[src/rtl/mbinit_repairclk_module_partner.sv]
// Partner-side MBINIT.REPAIRCLK responder: answers init/result/done requests and grades clock lanes.
// Optional watchdog enabled by defining REPAIRCLK_TIMEOUT_EN.
module mbinit_repairclk_module_partner #(
   parameter int unsigned CNT_W          = 5,
   parameter int unsigned PASS_THRESH    = 16,
   parameter int unsigned TIMEOUT_CYCLES = 800000
) (
   input  logic       CLK,
   input  logic       rst,
   input  logic       i_MBINIT_CAL_end,
   input  logic [3:0] i_Rx_SbMessage,
   input  logic       i_msg_valid,
   input  logic       i_Busy_SideBand,
   input  logic       i_falling_edge_busy,
   input  logic       i_rckp_det,
   input  logic       i_rckn_det,
   input  logic       i_rtrk_det,
   output logic [3:0] o_TX_SbMessage,
   output logic       o_ValidOutDatat_ModulePartner,
   output logic [2:0] o_CLK_Result_logged,
   output logic       o_MBINIT_REPAIRCLK_ModulePartner_end,
   output logic       o_enable_cons,
   output logic       o_timeout
);

   localparam logic [3:0] MSG_INIT_REQ    = 4'b0001;
   localparam logic [3:0] MSG_INIT_RESP   = 4'b0010;
   localparam logic [3:0] MSG_RESULT_REQ  = 4'b0011;
   localparam logic [3:0] MSG_RESULT_RESP = 4'b0100;
   localparam logic [3:0] MSG_DONE_REQ    = 4'b0101;
   localparam logic [3:0] MSG_DONE_RESP   = 4'b0110;

   localparam logic [CNT_W-1:0] CNT_MAX  = {CNT_W{1'b1}};
   localparam logic [CNT_W-1:0] CNT_PASS = CNT_W'(PASS_THRESH);

   // A pass threshold at or above the counter ceiling could never be met.
   if (PASS_THRESH >= (64'd1 << CNT_W) || TIMEOUT_CYCLES < 2) begin : g_bad_cfg
      $error("mbinit_repairclk_module_partner: illegal parameter set");
   end

   typedef enum logic [3:0] {
      IDLE, WAIT_INIT, BUSY_INIT, INIT_RESP, DETECT,
      BUSY_RESULT, RESULT_RESP, BUSY_DONE, DONE_RESP, DONE
   } state_t;

   state_t                     state_q, state_d;
   logic [2:0][CNT_W-1:0]      cnt_q;
   logic [2:0]                 det;
   logic [2:0]                 pass_c;
   logic [2:0]                 result_q;
   logic                       cnt_active, cnt_clear, result_latch;
   logic                       tmo_hit;
   logic [3:0]                 tx_d;
   logic                       valid_d;

   assign det          = {i_rtrk_det, i_rckn_det, i_rckp_det};
   assign cnt_active   = (state_q == INIT_RESP) || (state_q == DETECT);
   assign cnt_clear    = (state_d == INIT_RESP) && (state_q != INIT_RESP);
   assign result_latch = (state_q == DETECT) && (state_d == BUSY_RESULT);

`ifdef REPAIRCLK_TIMEOUT_EN
   localparam int unsigned      TMO_W    = $clog2(TIMEOUT_CYCLES + 1);
   localparam logic [TMO_W-1:0] TMO_LAST = TMO_W'(TIMEOUT_CYCLES - 1);

   logic [TMO_W-1:0] tmo_cnt_q;
   logic             tmo_active;
   logic             timeout_q;

   assign tmo_active = (state_q != IDLE) && (state_q != DONE);
   assign tmo_hit    = tmo_active && (tmo_cnt_q == TMO_LAST);
   assign o_timeout  = timeout_q;

   // Watchdog restarts each time the step is (re)entered.
   always_ff @(posedge CLK) begin
      if (rst) begin
         tmo_cnt_q <= '0;
         timeout_q <= 1'b0;
      end else begin
         timeout_q <= tmo_hit && i_MBINIT_CAL_end;
         if ((state_d == WAIT_INIT) && (state_q != WAIT_INIT)) begin
            tmo_cnt_q <= '0;
         end else if (tmo_active && !tmo_hit) begin
            tmo_cnt_q <= tmo_cnt_q + TMO_W'(1);
         end
      end
   end
`else
   assign tmo_hit   = 1'b0;
   assign o_timeout = 1'b0;
`endif

   // Next state plus output decode of that next state.
   always_comb begin
      state_d = state_q;
      tx_d    = 4'b0000;
      valid_d = 1'b0;
      if ((state_q != IDLE) && !i_MBINIT_CAL_end) begin
         state_d = IDLE;
      end else if (tmo_hit) begin
         state_d = IDLE;
      end else begin
         unique case (state_q)
            IDLE:        if (i_MBINIT_CAL_end) state_d = WAIT_INIT;
            WAIT_INIT:   if (i_msg_valid && (i_Rx_SbMessage == MSG_INIT_REQ)) state_d = BUSY_INIT;
            BUSY_INIT:   if (!i_Busy_SideBand) state_d = INIT_RESP;
            INIT_RESP:   if (i_falling_edge_busy) state_d = DETECT;
            DETECT: begin
               if (i_msg_valid && (i_Rx_SbMessage == MSG_RESULT_REQ)) state_d = BUSY_RESULT;
               else if (i_msg_valid && (i_Rx_SbMessage == MSG_DONE_REQ)) state_d = BUSY_DONE;
            end
            BUSY_RESULT: if (!i_Busy_SideBand) state_d = RESULT_RESP;
            RESULT_RESP: if (i_falling_edge_busy) state_d = DETECT;
            BUSY_DONE:   if (!i_Busy_SideBand) state_d = DONE_RESP;
            DONE_RESP:   if (i_falling_edge_busy) state_d = DONE;
            DONE:        state_d = DONE;
            default:     state_d = IDLE;
         endcase
      end
      unique case (state_d)
         INIT_RESP:   begin tx_d = MSG_INIT_RESP;   valid_d = 1'b1; end
         RESULT_RESP: begin tx_d = MSG_RESULT_RESP; valid_d = 1'b1; end
         DONE_RESP:   begin tx_d = MSG_DONE_RESP;   valid_d = 1'b1; end
         default:     begin tx_d = 4'b0000;         valid_d = 1'b0; end
      endcase
   end

   always_comb begin
      for (int i = 0; i < 3; i++) begin
         pass_c[i] = (cnt_q[i] >= CNT_PASS);
      end
   end

   always_ff @(posedge CLK) begin
      if (rst) begin
         state_q                              <= IDLE;
         o_TX_SbMessage                       <= 4'b0000;
         o_ValidOutDatat_ModulePartner        <= 1'b0;
         o_CLK_Result_logged                  <= 3'b000;
         o_MBINIT_REPAIRCLK_ModulePartner_end <= 1'b0;
         o_enable_cons                        <= 1'b0;
      end else begin
         state_q                              <= state_d;
         o_TX_SbMessage                       <= tx_d;
         o_ValidOutDatat_ModulePartner        <= valid_d;
         o_CLK_Result_logged                  <= (state_d == RESULT_RESP) ? result_q : 3'b000;
         o_MBINIT_REPAIRCLK_ModulePartner_end <= (state_d == DONE);
         o_enable_cons                        <= 1'b1;
      end
   end

   // Saturating per-lane iteration counters; result snapshot taken as result_req is accepted.
   always_ff @(posedge CLK) begin
      if (rst) begin
         cnt_q    <= '0;
         result_q <= 3'b000;
      end else begin
         if (result_latch) result_q <= pass_c;
         for (int i = 0; i < 3; i++) begin
            if (cnt_clear) begin
               cnt_q[i] <= '0;
            end else if (cnt_active && det[i] && (cnt_q[i] != CNT_MAX)) begin
               cnt_q[i] <= cnt_q[i] + CNT_W'(1);
            end
         end
      end
   end

endmodule
[config.mk]
export PLATFORM = sky130hd
export DESIGN_NAME = mbinit_repairclk_module_partner
export DESIGN_NICKNAME = d
export VERILOG_FILES = /design/src/rtl/mbinit_repairclk_module_partner.sv
export SDC_FILE = /design/constraint.sdc
export NUM_CORES = 1
export LEC_CHECK = 0
export ABC_CLOCK_PERIOD_IN_PS = 2100
export CAP_MARGIN = 30
export CORE_UTILIZATION = 45
export DETAILED_ROUTE_END_ITERATION = 10
export PLACE_DENSITY = 0.7
export SYNTH_ARGS = -nofsm -noshare
export SYNTH_HDL_FRONTEND = slang
export SYNTH_SLANG_ARGS = --single-unit
[constraint.sdc]
create_clock -name CLK -period 2.1 [get_ports CLK]
set_input_delay 0.21 -clock CLK [delete_from_list [all_inputs] [get_ports CLK]]
set_output_delay 0.21 -clock CLK [all_outputs]
set_load 0.02 [all_outputs]
==> impl_summary.md <==
Power and ir drop
The total chip power is 1.155 mW. Summed over all cells, the static leakage comes to 0.8230 nW. IR analysis of the VDD net gives a maximum drop of 0.3253 mV. For this design the ratio of total power to cell area is 527.4 mW/mm^2.

Worst setup path
The worst setup path is launched from a primary input. The critical path arrival is 2.16 ns. For the worst setup path, the data required time is 2.26 ns. By startpoint and endpoint, the worst setup path is classified as in2reg.

The buffer and inverter count on the worst path is 2. The largest individual stage delay along the critical path comes from the cell sky130_fd_sc_hd__clkdlybuf4s50_1. The signal on the critical path passes through clkdlybuf4s50_1 -> or3b_1 -> a2111o_1 -> a21o_1 -> a221oi_4 -> buf_12 -> nor3_1. The largest single stage delay on the critical path is 0.46 ns.

Among cell families on the critical path, the largest total delay comes from compound AO/OA/AOI/OAI gates. In this run the worst path has a maximum fanout of 15. The worst setup path is captured at a register.

Timing
For this run, the top clock speed supported by timing is 500.3 MHz. The final number of max-transition violations is 0. The total count of hold-check failures in the final report is 0. Of the available clock period, the critical path in the final layout requires 95.19%. The clock skew after layout is 0.002381 ns. Setup slack closes at 0.1011 ns. The worst path in the final design needs a cycle of 1.999 ns, including I/O delays and setup. Setup repair after global routing left no endpoint under its margin.

Summed over all failing endpoints, the final setup total negative slack is 0 ns. The count of final setup violators is 0.

Placement
At the placement stage, the worst setup path has a slack of -0.1850 ns. The count of buffers added on input and output ports is 20. The final estimated routing congestion in global placement is 0.8540. The wire-length estimate of the detail-placed layout is 2688 um. Summing all placed instances gives a cell area of 0.002091 mm^2.

After detailed placement, the design holds a cell count of 257.

Clocking
The later-pin clock latency in the skew report is 0.28 ns. The H-tree generated during clock tree synthesis spans 2 levels. The cell at the root of the clock tree is sky130_fd_sc_hd__clkbuf_8.

The post-CTS setup buffer count is 0. The post-cts hold buffer count is 0. The CTS tree is built. Clock tree synthesis inserted a total of 5 buffers.

The clock transition at the registers of the reported paths is 0.06 ns. The clock drives 30 sinks. In this run the deepest clock path goes through 2 buffers.

Logic synthesis
Counting flops and latches in the post-synthesis netlist gives 30. The dominant synthesized flop cell is sky130_fd_sc_hd__dfxtp_1. The share of synthesized registers carrying an async set or reset is 0%. The share of the yosys chip area belonging to registers is 34.53%. The synthesized cell area is 0.001739 mm^2.

Yosys mapped a number of flops with a built-in enable equal to 0. The netlist uses 53 different library cells. The total number of yosys warnings is 0.

Synthesis produced 180 cells. In this run the mean area of a mapped cell was 9.662 um^2.

Global routing
Across every metal layer, demand over resource in global routing totals 19.20%. The first global-routing pass estimated 6051 um of wire. The number of antenna violations at the first check in global routing was 0.

The total congestion overflow is 0. The largest net degree at the start of global routing is 16. The via count of the first global-routing pass came to 1,399.

Floorplanning
The initial utilization of the core area, before any placement, comes to 47.15%. The initialized floorplan defines 22 standard-cell rows. The die extent in y is 64.17 um. The boundary pin count is 24. In this run the horizontal extent of the chip is 64.17 um. The total core area is 0.003689 mm^2. The die covers 0.004117 mm^2.

Drt
The via density per instance is 5.208. The overall routed net length is 3478 um. The remaining design rule violation count is 0. The detail route stage leaves a number of antenna-violating nets equal to 0. The final route contains 1,380 vias. The pre-antenna-repair detailed-routing pass consisted of 4 iterations.

For this block, the initial DRC count from the detailed router was 68. In the final routed layout, each cell accounts on average for 13.12 um.

Run status
The run finished with clean final reports.

Layout
The net count reported at finish is 238. The finished cells cover 0.002190 mm^2. The share of post-route cells with drive strength above 1 is 23.50%. The signed area change from the synthesized netlist to the final layout is 25.90%. The count of cells in the finished layout, fillers not included, comes to 265. The antenna diode count is 0. The number of fill cells is 324.

Job
The tool flagged a number of max-cap violations equal to 0.

Hold path
The tightest min-delay check is of the reg2reg type.
[cell usage after synthesis (4+ instances only)]
cell type	n	area share [%]
sky130_fd_sc_hd__ha_1	9	6.5
sky130_fd_sc_hd__nand4_1	4	1.4
sky130_fd_sc_hd__nor3_2	10	5.8
sky130_fd_sc_hd__nand2_1	13	2.8
sky130_fd_sc_hd__clkbuf_1	4	0.86
sky130_fd_sc_hd__nor2_1	10	2.2
sky130_fd_sc_hd__nor3_1	7	2.0
sky130_fd_sc_hd__mux2i_1	7	4.0
sky130_fd_sc_hd__xor2_1	7	3.5
sky130_fd_sc_hd__nand3b_1	4	1.7
sky130_fd_sc_hd__a21oi_1	8	2.3
sky130_fd_sc_hd__inv_1	10	2.2
sky130_fd_sc_hd__buf_4	4	1.7
sky130_fd_sc_hd__dfxtp_1	30	35
[metrics by stage]
step | hold slack, ns | util (%)
2_1_floorplan | 0.4306 | -
3_3_place_gp | 0.4453 | 56.68
3_5_place_dp | 0.4493 | 56.68
4_1_cts | 0.4573 | 59.19
5_1_grt | 0.4881 | 59.36
6_report | 0.4585 | 59.36
[routing by layer]
metal,global-route usage [%],wire [um]
met1,20.48,1531
met2,34.57,1756
met3,6.071,141
met4,8.056,48
met5,0,0
[cell families (layout without fill, tap and decap cells)]
kind of cell             after synthesis  count (layout)  synth area share, %
AND/OR/NAND/NOR                       66              66                23.53
AO/OA/AOI/OAI                         31              31                18.35
flip-flops                            30              30                34.53
buffers and inverters                 24              59                6.690
adder cells (fa/ha/maj)               11              11                7.626
XOR/XNOR                              10              10                5.036
multiplexers                           7               7                4.029
other                                  1               3               0.2156
[worst paths after layout]
path	from	to	slack [ns]	depth (start not counted)
max	i_Rx_SbMessage[2]	cnt_q[10]	0.10	7
min	result_q[0]	result_q[0]	0.46	2
max reg2reg	state_q[2]	cnt_q[10]	0.11	6
min reg2reg	result_q[0]	result_q[0]	0.46	2
[cells in the final DEF (no fill, tap or decap), types with 2 or more instances in the layout]
cell type,count
sky130_fd_sc_hd__dfxtp_1,27
sky130_fd_sc_hd__clkdlybuf4s50_1,20
sky130_fd_sc_hd__buf_4,18
sky130_fd_sc_hd__nand2_1,13
sky130_fd_sc_hd__inv_1,10
sky130_fd_sc_hd__nor2_1,10
sky130_fd_sc_hd__nor3_2,10
sky130_fd_sc_hd__ha_1,9
sky130_fd_sc_hd__a21oi_1,8
sky130_fd_sc_hd__nor3_1,7
sky130_fd_sc_hd__mux2i_1,7
sky130_fd_sc_hd__xor2_1,7
sky130_fd_sc_hd__clkbuf_8,6
sky130_fd_sc_hd__nand3b_1,4
sky130_fd_sc_hd__nand4_1,4
sky130_fd_sc_hd__and3_1,3
sky130_fd_sc_hd__a2111oi_4,3
sky130_fd_sc_hd__xnor2_1,3
sky130_fd_sc_hd__and4_1,3
sky130_fd_sc_hd__conb_1,3
sky130_fd_sc_hd__nand3_1,2
sky130_fd_sc_hd__maj3_1,2
sky130_fd_sc_hd__nor2b_1,2
sky130_fd_sc_hd__o21ai_0,2
sky130_fd_sc_hd__dfxtp_2,2
[registers in the layout (all words and copies together), names as in the netlist]
name,flops
cnt_q,15
o_CLK_Result_logged,3
o_MBINIT_REPAIRCLK_ModulePartner_end,1
o_TX_SbMessage,2
o_ValidOutDatat_ModulePartner,1
o_enable_cons,1
result_q,3
state_q,4
[worst reg2reg max path: stages, from the launching register on]
cell                       delay (ns)
sky130_fd_sc_hd__dfxtp_2         0.37
sky130_fd_sc_hd__or3b_1          0.39
sky130_fd_sc_hd__a2111o_1        0.40
sky130_fd_sc_hd__a21o_1          0.22
sky130_fd_sc_hd__a221oi_4        0.23
sky130_fd_sc_hd__buf_12          0.20
sky130_fd_sc_hd__nor3_1          0.07
[what timing repair did]
item,CTS,global route
pin swaps,0,1
endpoints found under the hold margin,0,0
gates resized for setup,1,4
setup endpoints to repair,3,17
[area by class of cell]
cell class              instances  area (um^2)  share of cell area [%]
clock buffers                   7        86.33                   3.943
well taps                      48        60.06                   2.743
clock inverters                 1        5.005                  0.2286
multi-input cells             128         1031                   47.09
flip-flops and latches         30        606.8                   27.71
inverters                      12        45.04                   2.057
repair buffers                 39        355.3                   16.23
[power breakdown]
group,internal (mW),total (mW),switching (mW),leakage (nW)
Clock,0.264,0.464,0.201,0.0482
Sequential,0.574,0.578,0.00469,0.244
Combinational,0.0546,0.112,0.0578,0.531
Note: power is estimated with default switching activity, not from simulation.
